--- src/rtl/lc3b_pkg.sv ---
// lc3b_pkg: shared LC-3b pipeline definitions.
//   - opcode encodings (IR[15:12])
//   - R7 index (link register for JSR/JSRR/TRAP)
//   - condition-code reset value (Z set)
//   - DE latch struct
package lc3b_pkg;

  localparam logic [3:0] OP_BR   = 4'b0000;
  localparam logic [3:0] OP_ADD  = 4'b0001;
  localparam logic [3:0] OP_LDB  = 4'b0010;
  localparam logic [3:0] OP_STB  = 4'b0011;
  localparam logic [3:0] OP_JSR  = 4'b0100;
  localparam logic [3:0] OP_AND  = 4'b0101;
  localparam logic [3:0] OP_LDW  = 4'b0110;
  localparam logic [3:0] OP_STW  = 4'b0111;
  localparam logic [3:0] OP_RTI  = 4'b1000;
  localparam logic [3:0] OP_XOR  = 4'b1001;
  localparam logic [3:0] OP_JMP  = 4'b1100;
  localparam logic [3:0] OP_SHF  = 4'b1101;
  localparam logic [3:0] OP_LEA  = 4'b1110;
  localparam logic [3:0] OP_TRAP = 4'b1111;

  localparam logic [2:0] R7           = 3'd7;
  localparam logic [2:0] CC_RESET_VAL = 3'b010;

  typedef struct packed {
    logic [15:0] npc;
    logic [15:0] ir;
    logic        v;
  } de_latch_t;

  // Control-flow opcodes hold fetch until AGEX/MEM resolve the target.
  function automatic logic is_ctrl_op(input logic [3:0] op);
    return (op == OP_BR) || (op == OP_JMP) || (op == OP_JSR) || (op == OP_TRAP);
  endfunction

endpackage

--- src/rtl/reg_file.sv ---
// reg_file: NUM_REGS x DATA_W architectural register file.
//   clk, reset     : clock, synchronous active-high reset (priority over write)
//   we/waddr/wdata : single write port, updated on rising edge
//   raddr1/rdata1  : combinational read port 1
//   raddr2/rdata2  : combinational read port 2
// Reads return the stored value only; a same-cycle write is not bypassed.
module reg_file #(
  parameter int                NUM_REGS  = 8,
  parameter int                DATA_W    = 16,
  parameter logic [DATA_W-1:0] RESET_VAL = '0,
  localparam int               AW        = $clog2(NUM_REGS)
) (
  input  logic              clk,
  input  logic              reset,
  input  logic              we,
  input  logic [AW-1:0]     waddr,
  input  logic [DATA_W-1:0] wdata,
  input  logic [AW-1:0]     raddr1,
  input  logic [AW-1:0]     raddr2,
  output logic [DATA_W-1:0] rdata1,
  output logic [DATA_W-1:0] rdata2
);

  logic [NUM_REGS-1:0][DATA_W-1:0] regs;

  for (genvar r = 0; r < NUM_REGS; r++) begin : g_reg
    always_ff @(posedge clk) begin
      if (reset)
        regs[r] <= RESET_VAL;
      else if (we && (waddr == AW'(r)))
        regs[r] <= wdata;
    end
  end

  assign rdata1 = regs[raddr1];
  assign rdata2 = regs[raddr2];

endmodule

--- src/rtl/decode_stage.sv ---
// decode_stage: LC-3b decode (DE) stage.
// Owns the DE latch (NPC/IR/V), the 8x16 register file and the N/Z/P CC
// register. Decodes source/destination fields, detects register and CC
// dependencies against AGEX/MEM/SR, and drives next-cycle AGEX latch values.
// Ports:
//   clk, reset            : clock, synchronous active-high reset
//   fe_npc/fe_ir/fe_v     : fetch outputs, captured when ld_de=1
//   ld_de                 : DE latch load enable
//   mem_stall             : freezes the AGEX latch (ld_agex=0)
//   v_agex_ld_reg, agex_stage_drid : AGEX-resident writer (valid, dest)
//   v_mem_ld_reg,  mem_drid        : MEM-resident writer
//   v_sr_ld_reg, sr_drid, sr_data  : SR writer, also the regfile write port
//   v_agex_ld_cc, v_mem_ld_cc      : downstream CC writers (hazard only)
//   v_sr_ld_cc, sr_nzp             : CC write port
//   dep_stall, v_de_br_stall       : stall flags
//   agex_*                         : next-cycle AGEX latch values
//   ld_agex                        : AGEX latch load enable
// The AGEX-stage destination input is named agex_stage_drid because
// agex_drid is already the outgoing destination id for the AGEX latch.
module decode_stage #(
  parameter logic [15:0] REG_RESET_VAL = 16'h0000,
  parameter logic [2:0]  CC_RESET_VAL  = 3'b010
) (
  input  logic        clk,
  input  logic        reset,
  input  logic [15:0] fe_npc,
  input  logic [15:0] fe_ir,
  input  logic        fe_v,
  input  logic        ld_de,
  input  logic        mem_stall,
  input  logic        v_agex_ld_reg,
  input  logic [2:0]  agex_stage_drid,
  input  logic        v_mem_ld_reg,
  input  logic [2:0]  mem_drid,
  input  logic        v_sr_ld_reg,
  input  logic [2:0]  sr_drid,
  input  logic [15:0] sr_data,
  input  logic        v_agex_ld_cc,
  input  logic        v_mem_ld_cc,
  input  logic        v_sr_ld_cc,
  input  logic [2:0]  sr_nzp,
  output logic        dep_stall,
  output logic        v_de_br_stall,
  output logic [15:0] agex_npc,
  output logic [15:0] agex_ir,
  output logic [15:0] agex_sr1,
  output logic [15:0] agex_sr2,
  output logic [2:0]  agex_cc,
  output logic [2:0]  agex_drid,
  output logic        agex_v,
  output logic        ld_agex
);

  import lc3b_pkg::*;

  de_latch_t  de;
  logic [2:0] cc;

  // DE latch
  always_ff @(posedge clk) begin
    if (reset)
      de <= '0;
    else if (ld_de)
      de <= '{npc: fe_npc, ir: fe_ir, v: fe_v};
  end

  // CC register
  always_ff @(posedge clk) begin
    if (reset)
      cc <= CC_RESET_VAL;
    else if (v_sr_ld_cc)
      cc <= sr_nzp;
  end

  // Field decode
  logic [3:0] op;
  logic [2:0] sr1, sr2;
  logic       sr1_needed, sr2_needed;
  logic       is_store, is_alu;

  assign op       = de.ir[15:12];
  assign is_store = (op == OP_STB) || (op == OP_STW);
  assign is_alu   = (op == OP_ADD) || (op == OP_AND) || (op == OP_XOR);
  assign sr1      = de.ir[8:6];
  // Stores read their data register from the DR field.
  assign sr2      = is_store ? de.ir[11:9] : de.ir[2:0];

  always_comb begin
    sr1_needed = 1'b0;
    unique case (op)
      OP_ADD, OP_AND, OP_XOR, OP_SHF,
      OP_LDB, OP_LDW, OP_STB, OP_STW, OP_JMP: sr1_needed = 1'b1;
      OP_JSR:                                 sr1_needed = ~de.ir[11]; // JSRR
      default:                                sr1_needed = 1'b0;
    endcase
  end

  // IR[5]=1 selects the immediate form of ADD/AND/XOR.
  assign sr2_needed = (is_alu && !de.ir[5]) || is_store;

  assign agex_drid = ((op == OP_JSR) || (op == OP_TRAP)) ? R7 : de.ir[11:9];

  // Register file; SR stage owns the write port
  reg_file #(
    .NUM_REGS  (8),
    .DATA_W    (16),
    .RESET_VAL (REG_RESET_VAL)
  ) u_reg_file (
    .clk    (clk),
    .reset  (reset),
    .we     (v_sr_ld_reg),
    .waddr  (sr_drid),
    .wdata  (sr_data),
    .raddr1 (sr1),
    .raddr2 (sr2),
    .rdata1 (agex_sr1),
    .rdata2 (agex_sr2)
  );

  // Dependency detection. The SR term doubles as the missing write-to-read
  // bypass: the reader waits one cycle and then sees the written value.
  logic sr1_hit, sr2_hit, cc_hit;

  assign sr1_hit = (v_agex_ld_reg && (agex_stage_drid == sr1)) ||
                   (v_mem_ld_reg  && (mem_drid        == sr1)) ||
                   (v_sr_ld_reg   && (sr_drid         == sr1));
  assign sr2_hit = (v_agex_ld_reg && (agex_stage_drid == sr2)) ||
                   (v_mem_ld_reg  && (mem_drid        == sr2)) ||
                   (v_sr_ld_reg   && (sr_drid         == sr2));
  assign cc_hit  = (op == OP_BR) && (v_agex_ld_cc || v_mem_ld_cc || v_sr_ld_cc);

  assign dep_stall = de.v && ((sr1_needed && sr1_hit) ||
                              (sr2_needed && sr2_hit) ||
                              cc_hit);

  assign v_de_br_stall = de.v && is_ctrl_op(op);

  // AGEX latch drive; a stalled instruction leaves a bubble behind it
  assign agex_npc = de.npc;
  assign agex_ir  = de.ir;
  assign agex_cc  = cc;
  assign agex_v   = de.v && !dep_stall;
  assign ld_agex  = !mem_stall;

endmodule

--- config.mk ---
export PLATFORM = sky130hd
export DESIGN_NAME = decode_stage
export DESIGN_NICKNAME = d
export VERILOG_FILES = /design/src/rtl/lc3b_pkg.sv /design/src/rtl/reg_file.sv /design/src/rtl/decode_stage.sv
export SDC_FILE = /design/constraint.sdc
export NUM_CORES = 1
export LEC_CHECK = 0
export CORE_MARGIN = 5
export CORE_UTILIZATION = 35
export CTS_BUF_LIST = sky130_fd_sc_hd__clkbuf_4 sky130_fd_sc_hd__clkbuf_8
export DETAILED_ROUTE_END_ITERATION = 7
export PLACE_DENSITY = 0.65
export RECOVER_POWER = 50
export SETUP_SLACK_MARGIN = 0.5
export SYNTH_ARGS = -nofsm -noshare
export SYNTH_HDL_FRONTEND = slang
export SYNTH_HIERARCHICAL = 1
export SYNTH_SLANG_ARGS = --single-unit
export TNS_END_PERCENT = 20
--- constraint.sdc ---
create_clock -name clk -period 2.1 [get_ports clk]
set_input_delay 0.315 -clock clk [delete_from_list [all_inputs] [get_ports clk]]
set_output_delay 0.315 -clock clk [all_outputs]
set_load 0.02 [all_outputs]
; After elaboration in Yosys (flattened, before gate mapping)
; Index checks and enable logic that the tools add are counted.
; W data, S select, Z words.
[word_totals]
regBits = 164
in_bits = 71
[classes]
bitwise_logic = 1
reduce_logical = 43
mux = 7
eq_ne = 24
order_cmp = 2
[op_table]
columns = cell, count
row1 = $bmux W16 S3, 2
row2 = $mux W16, 2
row3 = $logic_and A1 B1 Y1, 21
row4 = $eq A3 B3 Y1, 6
row5 = $eq A4 B3 Y1 const B, 4
row6 = $eq A4 B4 Y1 const B, 4
row7 = $logic_or A1 B1 Y1, 16
row8 = $eq A3 B3 Y1 const B, 4
row9 = $reduce_or A9 Y1, 1
row10 = $eq A4 B2 Y1 const B, 2
row11 = $lt A3 B4 Y1 const B, 2
row12 = $eq A3 B2 Y1 const B, 2
row13 = $mux W3, 2
row14 = $eq A4 B1 Y1 const B, 1
row15 = $logic_not A4 Y1, 1
row16 = $eq A3 B1 Y1 const B, 1
row17 = $logic_not A1 Y1, 3
row18 = $logic_not A3 Y1, 1
row19 = $pmux W1 S2, 1
row20 = $not A1 Y1, 1

; Longest topological paths before layout
; Gate-level depths: netlist of the first run.
[logic_depth]
word_depth = 13
depth_mapped = 9

; By module
; The synthesis of the first run kept the hierarchy.
[modules_own_cells]
columns = mod, area_per_inst_um2, cells_per_inst, n_inst
row1 = reg_file, 6812.8, 705, 1
row2 = decode_stage, 2023.2, 222, 1

; Worst setup path after synthesis of the first run
; No wires, ideal clock.
[synth_timing]
kind = reg-to-output
start = register de, in the netlist agex_ir[13]
end = output agex_sr2[13]
t_arrival_ns = 1.960
path_buffers = 4
required_time_ns = 1.785
stages_incl_launch_ff = 10
slack_ns = -0.175
path_cell_list = dfxtp_1 -> buf_6 -> nand3b_4 -> mux2i_1 -> inv_1 -> buf_6 -> buf_6 -> buf_2 -> mux4_2 -> mux2_2
[synth_via]
elab_chain_cells = 5
word_cells_on_any_way = 6
[synth_lines]
columns = item, line
row1 = "start, declared", decode_stage.sv:56  ; de_latch_t de;
row2 = "start signal, assigned", decode_stage.sv:64  ; de <= '{npc: fe_npc, ir: fe_ir, v: fe_v};
row3 = $eq A4 B2 Y1 or $eq A4 B3 Y1 (tied branches), decode_stage.sv:82  ; assign is_store = (op == OP_STB) || (op == OP_STW);
row4 = $logic_or A1 B1 Y1 *, decode_stage.sv:82
row5 = $mux W3 *, decode_stage.sv:86  ; assign sr2 = is_store ? de.ir[11:9] : de.ir[2:0];
row6 = via sr2[0], decode_stage.sv:77  ; logic [2:0] sr1, sr2;
row7 = $bmux W16 S3 *, reg_file.sv:36  ; assign rdata2 = regs[raddr2];
row8 = $mux W16 (not written as such) *, reg_file.sv:36
row9 = "end, declared", decode_stage.sv:47  ; output logic [15:0] agex_sr2,
; Mark *: on every way through the listed nets, which the timed path passes. The rest lies on a longest branch. The select of a mux whose other input is x is not followed.

; Final worst setup path of the first run
[layout_timing]
start = register de, in the netlist agex_ir[15]
end = output agex_sr2[7]
; The elaborated chain is that of the path after synthesis.

==> flow_metrics.tcl, run 1 <==
set metrics [dict create \
    reg2reg_depth 3 \
    min_path_type "in2reg" \
    syn-num-nets 998 \
    avgViaCountPerCell 5.29 \
    cp.arrival_ns 2.50 \
    die_w_um 169 \
    ir_drop_uv 337 \
    path_depth 7 \
    synthDistinctLibCells 45 \
    drc 0 \
    pre_cts_ws_ns -1.12 \
    numCtsBuffers 17 \
    grt_start_max_net_pins 56 \
    cp_top_family "multiplexers" \
    criticalPathCategory "reg2out" \
    grt_pass1_wl_mm 41.7 \
    max-clock-path-buffers 2 \
    postPlaceCellArea_um2 10700 \
    area_growth_pct 25.9 \
    worstPathCellList "nand3b_4 > mux2_4 > buf_12 > buf_12 > mux4_2 > mux2_4 > buf_6" \
    clkLatencyLatePin_ns 0.45 \
    synth_top_area_cell "dfxtp_1" \
    avgSynthCellArea_um2 9.53 \
    crit_fanout 5 \
    vias 7328 \
    synth_cells 927 \
    drtAntennaViolNets 0 \
    seq_area_frac_synth_pct 37.2 \
    die_area_um2 28500 \
    numPortBuffers 144 \
    start_util_pct 35.3 \
    min-delay-start "reset" \
    final_hold_viol_count 0 \
    status "finished, violations left" \
    startpoint "agex_ir[15]" \
    whs_ns 0.377 \
    path_buf_inv 3 \
    worstMarginPinSlew_ns 1.05 \
    reg2reg_to "agex_ir[6]" \
    drive_above_1_share_pct 26.0 \
    reg2reg_slack_ns 1.26 \
    setup_viol 34 \
    grt_setup_unrepaired "yes" \
    critPathCaptureType "output port" \
    power.leakage_nw 4.24 \
    syn-cell-area_um2 8840 \
    cp.required_ns 1.78 \
    endpoint "agex_sr2[7]" \
    synth_top_area_share_pct 37.2 \
    drt_pass1_iterations 5 \
    rr_startpoint "agex_ir[6]" \
    yosys_warnings 6 \
    crit_slowest_cell "mux4_2" \
    grt_antenna_before_repair 0 \
    dr.first_iter.drc_count 609 \
    pin_count 145 \
    cts_tree "done" \
    setup_ws_ns -0.715 \
    die_h_um 169 \
    grt_overflow 0 \
    fmax_ghz 0.355 \
    crit_path_start_kind "register" \
    coreArea_um2 25000 \
    cts.clk_slew.worst_paths_ns 0.10 \
    critPathMaxStageDelay_ns 0.42 \
    wire_per_inst_um 19.1 \
    ys_seq_elements 164 \
    h-tree-depth 4 \
    slew_violations 0 \
    hold_path_depth 2 \
    fillers 2401 \
    violations "negative setup slack" \
    nets 1114 \
    fin_crit_sh_pct 134 \
    track_usage_pct 18.6 \
    rows 58 \
    cts.sinks 164 \
    synth_area_leaders "dfxtp_1, mux4_1, nand2_1" \
    hpwlAfterDp_mm 16.8 \
    finalCriticalPeriod_ns 2.81 \
    gp_congestion 0.782 \
    clock_skew_ns 0 \
    n_antenna_cell 0 \
    first_global_vias 7365 \
    root_buffer "clkbuf_8" \
    power.total_mw 6.74 \
    p_per_area_nw_per_um2 606 \
    fin_area_um2 11100 \
    maxCapViolCount 0 \
    relSlewSlack_pct 30.0 \
    totalWireLength_mm 26.5 \
]
report_power, final:
part | switching, mW | internal (mW) | total, mW
combinational | 0.600 | 0.601 | 1.20
clock | 1.37 | 0.900 | 2.27
sequential | 0.0723 | 3.20 | 3.27
total | 2.04 | 4.70 | 6.74
registers in the layout, summed over array words and instances (netlist names):
signal	count
u_reg_file/regs	128
agex_npc	16
agex_cc	3
de	1
agex_ir	16
layer usage:
| layer | GRT usage, % | up-vias | part of all wire (%) |
|---|---|---|---|
| li1 | - | 3423 | - |
| met1 | 23.4 | 3556 | 41 |
| met2 | 31.1 | 314 | 48 |
| met3 | 5.32 | 35 | 8.7 |
| met4 | 5.54 | 0 | 2.1 |
| met5 | 0 | - | 0 |
kinds of logic (layout without fill, tap and decap cells):
group / count (synthesis) / count (layout) / share of synthesized area (%)
buffers and inverters: 131 / 260 / 9.54
AOI/OAI and AO/OA: 143 / 143 / 8.60
DFF: 164 / 164 / 37.2
and+or+nand+nor: 339 / 339 / 16.6
xor gates and xnor gates: 16 / 16 / 1.59
muxes: 134 / 134 / 26.5
cell usage in the layout, fill, tap and decap left out, types with 3 or more instances in the layout:
cell	n
clkbuf_8	17
nand4_1	8
clkdlybuf4s50_1	64
clkbuf_1	3
and2_1	4
nand2_1	257
dlygate4sd2_1	23
nand4bb_1	3
mux4_1	13
clkinv_4	3
and4b_1	3
nand4b_1	3
nand2b_1	3
mux2_2	13
buf_2	15
clkbuf_4	3
a21oi_1	129
mux2i_1	35
nor2_1	39
dfxtp_1	152
buf_12	20
dfxtp_2	4
xnor2_1	14
and4bb_2	3
inv_6	4
inv_8	5
clkbuf_2	6
buf_6	25
inv_1	6
dfxtp_4	8
clkdlybuf4s15_2	12
mux2_4	21
nand3_1	4
buf_4	44
mux4_2	51
cells in the mapped netlist (all sizes together):
library cell,instances
nand3b,1
or4,1
nand4,8
nor2,40
xor2,2
inv,7
o311ai,1
and3,1
nand3,4
or4b,1
o2111ai,2
nand2,257
nand2b,3
clkbuf,33
nor4b,1
xnor2,14
mux2i,36
a22oi,1
nand4bb,3
a32oi,1
nand4b,3
nor3,1
and3b,1
and4b,3
a211o,1
mux2,34
dfxtp,164
buf,91
o311a,2
o221a,2
o21ai,4
a21oi,129
and4bb,3
or3,1
and4,1
nor2b,1
mux4,64
and2,5
worst min path at each step:
stage | to | slack [ns]
after floorplan | agex_cc[1] | 0.43
after global placement | u_reg_file/regs[56] | 0.45
after detailed placement | u_reg_file/regs[72] | 0.46
after CTS | agex_ir[2] | 0.35
after global routing | agex_ir[2] | 0.37
final | agex_ir[2] | 0.38
stage by stage:
stage / setup TNS, ns / util (%) / cells
after floorplan: -1.45 / - / 927
after global placement: -16.65 / 42.8 / 1349
after detailed placement: -17.53 / 42.8 / 1349
after CTS: -19.04 / 44.9 / 1386
after global routing: -22.46 / 44.4 / 1386
final: -17.39 / 44.4 / 1386
layout make-up:
| cell class | count | area, um2 | share of cell area, % |
|---|---|---|---|
| clock buffers | 18 | 241 | 2.17 |
| clock inverters | 14 | 139 | 1.25 |
| inverters | 7 | 27.5 | 0.248 |
| multi-input cells | 632 | 4730 | 42.5 |
| flip-flops and latches | 164 | 3320 | 29.8 |
| well taps | 330 | 413 | 3.71 |
| repair buffers | 221 | 2260 | 20.3 |
what timing repair did:
item                                    in CTS  in global routing
cloned                                       3                  0
resized for setup                          298                 32
setup buffers                                2                  0
hold buffers                                 0                  0
pin swaps                                    2                  3
endpoints found under the setup margin      90                 53
Power figures use the tool's default switching activity.
==> inputs of run 2 (changes only) <==
Settings changed: DONT_BUFFER_PORTS set to 1, PLACE_DENSITY 0.65 to 0.58.
==> flow_metrics.tcl, run 2 (synthesis results as in run 1) <==
set metrics [dict create \
    totalWireLength_mm 27.4 \
    dr.first_iter.drc_count 612 \
    track_usage_pct 18.9 \
    regArea_um2 3300 \
    avgViaCountPerCell 5.41 \
    rr_startpoint "agex_ir[1]" \
    slew_violations 0 \
    final_common_cell "nand2_1" \
    critPathCaptureType "output port" \
    whs_ns 0.268 \
    p_per_area_nw_per_um2 617 \
    fin_util_pct 43.1 \
    die_h_um 169 \
    startpoint "agex_ir[15]" \
    reg2reg_slack_ns 0.61 \
    finalCriticalPeriod_ns 2.76 \
    min_path_type "in2reg" \
    fillers 2385 \
    clock_skew_ns 0 \
    worstMarginPinSlew_ns 1.14 \
    hold_path_depth 2 \
    cts_tree "done" \
    n_antenna_cell 0 \
    nets 1070 \
    power.total_mw 6.66 \
    hpwlAfterDp_mm 16.0 \
    maxCapViolCount 0 \
    gp_congestion 0.763 \
    relSlewSlack_pct 23.9 \
    grt_setup_unrepaired "yes" \
    cp.required_ns 1.78 \
    grt_start_max_net_pins 101 \
    setup_viol 34 \
    die_w_um 169 \
    area_growth_pct 22.0 \
    coreArea_um2 25000 \
    final_hold_viol_count 0 \
    reg2reg_to "agex_ir[1]" \
    drive_above_1_share_pct 19.8 \
    fmax_ghz 0.362 \
    cp.arrival_ns 2.45 \
    status "finished, violations left" \
    numPortBuffers 0 \
    fin_crit_sh_pct 132 \
    grt_pass1_wl_mm 42.1 \
    first_global_vias 7028 \
    cts.sinks 164 \
    start_util_pct 35.3 \
    drc 0 \
    crit_path_start_kind "register" \
    min-delay-start "reset" \
    ir_drop_uv 425 \
    grt_antenna_before_repair 0 \
    root_buffer "clkbuf_8" \
    power.leakage_nw 4.14 \
    max-clock-path-buffers 2 \
    drt_pass1_iterations 5 \
    wire_per_inst_um 20.4 \
    numCtsBuffers 17 \
    pin_count 145 \
    grt_overflow 0 \
    rows 58 \
    clkLatencyLatePin_ns 0.46 \
    h-tree-depth 4 \
    setup_ws_ns -0.663 \
    largest_register_ff_count 128 \
    multi_input_area_um2 4800 \
    cts.clk_slew.worst_paths_ns 0.13 \
    holdPathEnd "u_reg_file/regs[7]" \
    criticalPathCategory "reg2out" \
    reg2reg_depth 5 \
    violations "negative setup slack" \
    vias 7256 \
    fin_area_um2 10800 \
    die_area_um2 28500 \
    crit_fanout 11 \
    drtAntennaViolNets 0 \
    regMostFlops "u_reg_file/regs" \
    final_cell_mix "nand2_1, dfxtp_1, a21oi_1" \
    postPlaceCellArea_um2 8940 \
]
-- run 2: cell types whose count changed in the layout (fill, tap and decap cells not counted), sizes merged, moves of 2 or more --
cell | previous run | this run
dlygate4sd3 | 2 | 118
clkdlybuf4s50 | 64 | 0
buf | 107 | 56
dlygate4sd2 | 23 | 0
clkdlybuf4s15 | 12 | 0
clkbuf | 29 | 19
clkinvlp | 0 | 2
inv | 15 | 13
-- run 2: cell type report --
class                           count  area share [%]
Clock inverter                     15            1.71
Inverter                            7           0.267
Sequential cell                   164            30.6
Timing Repair Buffer              177            16.9
Clock buffer                       17            2.17
Tap cell                          330            3.83
Multi-Input combinational cell    632            44.5
-- run 2: worst max-delay path by stage --
stage / end / slack [ns] / cells after the start
finish: agex_sr2[3] / -0.66 / 6
global route: agex_sr2[3] / -0.76 / 7
CTS: agex_sr2[3] / -0.69 / 7
detailed placement: agex_sr2[3] / -0.23 / 7
global placement: agex_sr2[3] / -0.16 / 7
floorplan: agex_sr2[12] / -0.1 / 9
-- run 2: metrics by stage --
stage,setup slack [ns],std cells,TNS (ns)
after floorplan,-0.0962,927,-1.45
after global placement,-0.157,1186,-2.24
after detailed placement,-0.228,1186,-3.19
after CTS,-0.693,1338,-16.00
after global routing,-0.758,1342,-17.75
final,-0.663,1342,-14.73
-- run 2: timing repair --
item	in CTS	in global routing
resized for setup	61	6
hold buffers	119	0
hold endpoints to repair	164	0
setup endpoints to repair	39	40
setup buffers	0	3
pin swaps	2	3
gates cloned	1	1
-- run 2: where the power goes --
group          switching [mW]  leakage (nW)  internal, mW
sequential              0.115          1.34          3.20
combinational           0.443          2.60         0.489
clock                    1.49         0.201         0.916
total                    2.05          4.14          4.61
-- run 2: worst max-delay path, cell delays in order (launching register included) --
cell      delay, ns
dfxtp_2        0.34
nand3b_4       0.19
mux2_4         0.34
buf_12         0.16
buf_12         0.15
mux4_2         0.44
mux2_4         0.33
-- run 2: per-layer routing --
metal	up-vias	wire length, um	GRT usage (%)
li1	3318	-	-
met1	3547	11100	23.6
met4	0	745	6.77
met2	333	13400	32.0
met3	58	2100	4.72
met5	-	0	0
==> inputs of run 3 (changes only) <==
Settings changed: SYNTH_HIERARCHICAL 1 to not set.
==> flow_metrics.tcl, run 3 <==
set metrics [dict create \
    die_w_um 166 \
    pin_count 145 \
    setup_viol 34 \
    pwr-share-comb_pct 15.0 \
    dr.first_iter.drc_count 630 \
    fin_setup_tns_ns -13.37 \
    seq_area_frac_synth_pct 38.7 \
    critPathCaptureType "output port" \
    numCtsBuffers 17 \
    multi_input_area_um2 4750 \
    max-clock-path-buffers 2 \
    grt_pass1_wl_mm 42.8 \
    status "finished, violations left" \
    cp.arrival_ns 2.42 \
    nets 1126 \
    synth_cells 923 \
    syn-cell-area_um2 8480 \
    setup_ws_ns -0.632 \
    synthDistinctLibCells 39 \
    slew_violations 0 \
    synthTopCellsByCount "nand2_1, dfxtp_1, a21oi_1" \
    n_antenna_cell 0 \
    largest_register_ff_count 128 \
    clkLatencyLatePin_ns 0.46 \
    fmax_ghz 0.366 \
    rows 57 \
    cts_tree "done" \
    fillers 2354 \
    synth_area_leaders "dfxtp_1, mux4_2, nand2_1" \
    h-tree-depth 4 \
    power.leakage_nw 4.29 \
    min-delay-start "fe_npc[12]" \
    whs_ns 0.0263 \
    finalCriticalPeriod_ns 2.73 \
    cts.sinks 164 \
    drtAntennaViolNets 0 \
    crit_fanout 6 \
    yosys_warnings 0 \
    final_cell_mix "nand2_1, dlygate4sd3_1, dfxtp_1" \
    cp.required_ns 1.78 \
    yosysMostFrequentCell "nand2_1" \
    drc 0 \
    start_util_pct 35.2 \
    die_h_um 166 \
    p_int_mw 4.63 \
    p_per_area_nw_per_um2 594 \
    totalWireLength_mm 28.0 \
    p_switching_mw 1.98 \
    die_area_um2 27400 \
    fin_crit_sh_pct 130 \
    pre_cts_ws_ns -0.176 \
    clock_skew_ns 0 \
    area_growth_pct 31.3 \
    avgViaCountPerCell 5.37 \
    holdPathEnd "agex_npc[12]" \
    synth_top_area_share_pct 38.7 \
    synth_top_area_cell "dfxtp_1" \
    regMostFlops "u_reg_file.regs" \
    ys_seq_elements 164 \
    synthFlopType "dfxtp_1" \
    criticalPathCategory "reg2out" \
    syn-num-nets 994 \
    rr_startpoint "agex_ir[7]" \
    grt_start_max_net_pins 101 \
    maxCapViolCount 0 \
    coreArea_um2 24100 \
    final_hold_viol_count 0 \
    p_seq_share_pct 50.3 \
    min_path_type "in2reg" \
    root_buffer "clkbuf_8" \
    worstMarginPinSlew_ns 1.26 \
    violations "negative setup slack" \
    reg2reg_slack_ns 0.61 \
    crit_path_start_kind "register" \
    hold_path_depth 2 \
    ir_drop_uv 417 \
    drive_above_1_share_pct 18.4 \
    first_global_vias 7418 \
    numPortBuffers 0 \
    relSlewSlack_pct 15.8 \
    cts.clk_slew.worst_paths_ns 0.10 \
    reg2reg_to "agex_ir[7]" \
    p_sw_share_pct 29.9 \
    track_usage_pct 19.6 \
    grt_setup_unrepaired "yes" \
    fin_util_pct 46.2 \
    gp_congestion 0.799 \
    reg2reg_depth 4 \
    synth-edff-count 0 \
    grt_overflow 0 \
    clockPowerShare_pct 34.7 \
    vias 7480 \
    regArea_um2 3300 \
    wire_per_inst_um 20.1 \
    final_common_cell "nand2_1" \
    grt_antenna_before_repair 0 \
    avgSynthCellArea_um2 9.19 \
    drt_pass1_iterations 5 \
    async_flop_share_pct 0 \
    hpwlAfterDp_mm 16.4 \
]
## run 3: power by group through the flow
stage / sequential (mW) / combinational [mW] / clock, mW
2_1_floorplan: 3.32 / 0.702 / 0
3_3_place_gp: 3.39 / 0.699 / 0
3_5_place_dp: 3.39 / 0.707 / 0
4_1_cts: 3.32 / 0.932 / 2.34
5_1_grt: 3.34 / 1.06 / 2.48
6_report: 3.33 / 0.991 / 2.29
## run 3: worst max-delay path by stage
stage	end	depth (start not counted)	slack [ns]	from
after floorplan	agex_sr2[10]	6	-0.21	agex_ir[13]
after global placement	agex_v	7	-0.19	agex_ir[15]
after detailed placement	agex_v	7	-0.18	agex_ir[12]
after CTS	agex_sr2[2]	5	-0.66	agex_ir[15]
after global routing	agex_sr2[10]	6	-0.73	agex_ir[15]
final	agex_sr2[6]	6	-0.63	agex_ir[15]
## run 3: final cells by class
type                            instances  area share [%]
Inverter                                2          0.0674
Timing Repair Buffer                  225            20.5
Tap cell                              324            3.64
Sequential cell                       164            29.6
Clock buffer                           17            2.10
Clock inverter                         15            1.40
Multi-Input combinational cell        645            42.7
## run 3: cells by family after synthesis
group	synth area share [%]
mux	26.5
xor+xnor	2.27
buf+inv	7.35
flops	38.7
simple gates	16.4
compound gates	8.77
## run 3: per-layer routing
layer,vias to the layer above,share of wire [%],routed length (um),global-route usage [%]
met4,0,1.8,495,5.27
met3,35,8.5,2390,5.62
li1,3410,-,-,-
met2,312,49,13800,33.2
met5,-,0,0,0
met1,3723,40,11300,24.7
## run 3: timing repair
action,in CTS,in global routing
hold buffers,164,0
setup buffers,1,4
endpoints found under the hold margin,164,0
pin swaps,2,6
endpoints found under the setup margin,40,42
resized for setup,26,28
cloned,0,2
## run 3: per-stage QoR
step,power [mW],cells,cell area [um2]
after floorplan,4.03,923,8510
after global placement,4.09,1189,8820
after detailed placement,4.10,1189,8820
after CTS,6.60,1386,11000
after global routing,6.87,1392,11100
final,6.61,1392,11100
## run 3: worst max-delay path, stage by stage, from the launching register on
cell and delay, ns:
dfxtp_2 0.34, nand3b_4 0.17, mux2i_4 0.29, buf_12 0.16, buf_16 0.14, mux4_2 0.51, mux2_4 0.34
==> patch: new RTL, settings of run 2 <==
Make the reset (`reset`) asynchronous in 3 clocked blocks. Comments in the files are not updated.
--- a/src/rtl/reg_file.sv
+++ b/src/rtl/reg_file.sv
@@ -25,5 +25,5 @@
 
   for (genvar r = 0; r < NUM_REGS; r++) begin : g_reg
-    always_ff @(posedge clk) begin
+    always_ff @(posedge clk or posedge reset) begin
       if (reset)
         regs[r] <= RESET_VAL;
--- a/src/rtl/decode_stage.sv
+++ b/src/rtl/decode_stage.sv
@@ -58,5 +58,5 @@
 
   // DE latch
-  always_ff @(posedge clk) begin
+  always_ff @(posedge clk or posedge reset) begin
     if (reset)
       de <= '0;
@@ -66,5 +66,5 @@
 
   // CC register
-  always_ff @(posedge clk) begin
+  always_ff @(posedge clk or posedge reset) begin
     if (reset)
       cc <= CC_RESET_VAL;
Behaviour: differs if reset is asserted again (counterexample within 4 cycles, from zero or initial values and one cycle with reset high); with reset held inactive, the same outputs for 4 cycles.
==> patch against run 2 <==
- the run still ends with negative setup slack left
- sequential cell count did not move
- cell area did not move
- routed wire length fell by 12%
- critical endpoint is now agex_v
- highest routed layer unchanged
- count of clock-buffer cells in the layout rose by 4
- largest cell class unchanged
- sequential share of layout area rose by 7.5 points
- maximum frequency fell by 4.0%
- area after synthesis rose by 3.6%
- setup slack got worse by 120 ps
Power is not compared: it rests on default switching activity, and its combinational part moved more than twofold at a synthesized area within 25%.
==> patch: results (changes against run 2) <==
route.met2.wl_mm: 12.0  # -11%
status: "finished with violations"
hpwl_mm: 15.1  # -5.9%
first_iter_violations: 326  # -47%
fill_cells: 2319  # -2.8%
crit_path_max_fanout: 4  # -7
final-nonclk-buf-share_pct: 12.2  # -4.7 points
synth_common_cells: "mux2_2, dfrtp_1, mux4_1"
fin_cells: 1018  # -24%
r2r-start: "agex_ir[10]"
clock_buffers: 21  # +4
seq_share_pct: 38.1  # +7.5 points
grt_pass1_wl_mm: 36.8  # -13%
async_flop_share_pct: 100  # +100 points
drive_gt1_share_pct: 51.3  # +32 points
synthMuxAreaShare_pct: 41.5  # +15 points
grtUsageMet1_pct: 20.8  # -2.8 points
drt_wl_total_mm: 24.2  # -12%
antenna_found_initial: 1  # +1
signal_buffers: 131  # -26%
grt_use_met2_pct: 27.7  # -4.2 points
multi_input_gates: 345  # -45%
fin_ws_ps: -779  # -116 ps
violations: "negative setup slack"
synth-compound-area-share_pct: 1.63  # -7.0 points
synth_cells: 594  # -36%
cp_top_family: "simple AND/OR/NAND/NOR gates"
setup_viol: 34  # unchanged
nets: 740  # -31%
seq_cells: 164  # unchanged
holdPathEnd: "u_reg_file/regs[94]"
hp-start: "sr_data[14]"
clkTransAtPathRegs_ps: 100  # -30 ps
rr_endpoint: "agex_ir[10]"
dp_cells: 903  # -24%
critPathMaxStageDelay_ps: 510  # +70 ps
r2r_slack_ps: 540  # -70 ps
timing.setup.tns_ps: -18950  # -4230 ps
place_area_um2: 9510  # +6.3%
wl_met1_mm: 10.1  # -8.9%
inverters_excl_clock: 10  # +3
fin_hold_ws_ps: 21.1  # -247 ps
ys_types: 47  # +4.4%
arrival_ps: 2560  # +110 ps
grt_usage_pct: 16.5  # -2.5 points
wl_met3_mm: 1.72  # -18%
grt_max_degree: 129  # +28%
vias: 5503  # -24%
[patch: repair_timing]
action | in CTS | in global routing
resized for setup | 66 | 22
hold buffers | 61 | 10
setup endpoints to repair | 40 | 40
pin swaps | 4 | 10
endpoints found under the hold margin | 300 | 13
gates cloned | 2 | 0
buffers inserted | 4 | 5
[patch: report_power, final]
group	leakage (nW)	total, mW	internal, mW	switching [mW]
registers	1.96	4.31	3.77	0.535
clock network	0.203	2.33	1.15	1.17
logic	2.28	3.18	1.83	1.36
[patch: worst max path at each step]
stage                startpoint            to  slack [ps]  cells past startpoint
floorplan           agex_ir[15]   agex_sr2[2]        -360                      8
global placement    agex_ir[15]   agex_sr2[3]        -360                      5
detailed placement  agex_ir[15]  agex_sr2[13]        -430                      5
CTS                 agex_ir[15]  agex_sr2[10]        -830                      6
global route        agex_ir[13]        agex_v        -910                      9
finish              agex_ir[13]        agex_v        -780                      9
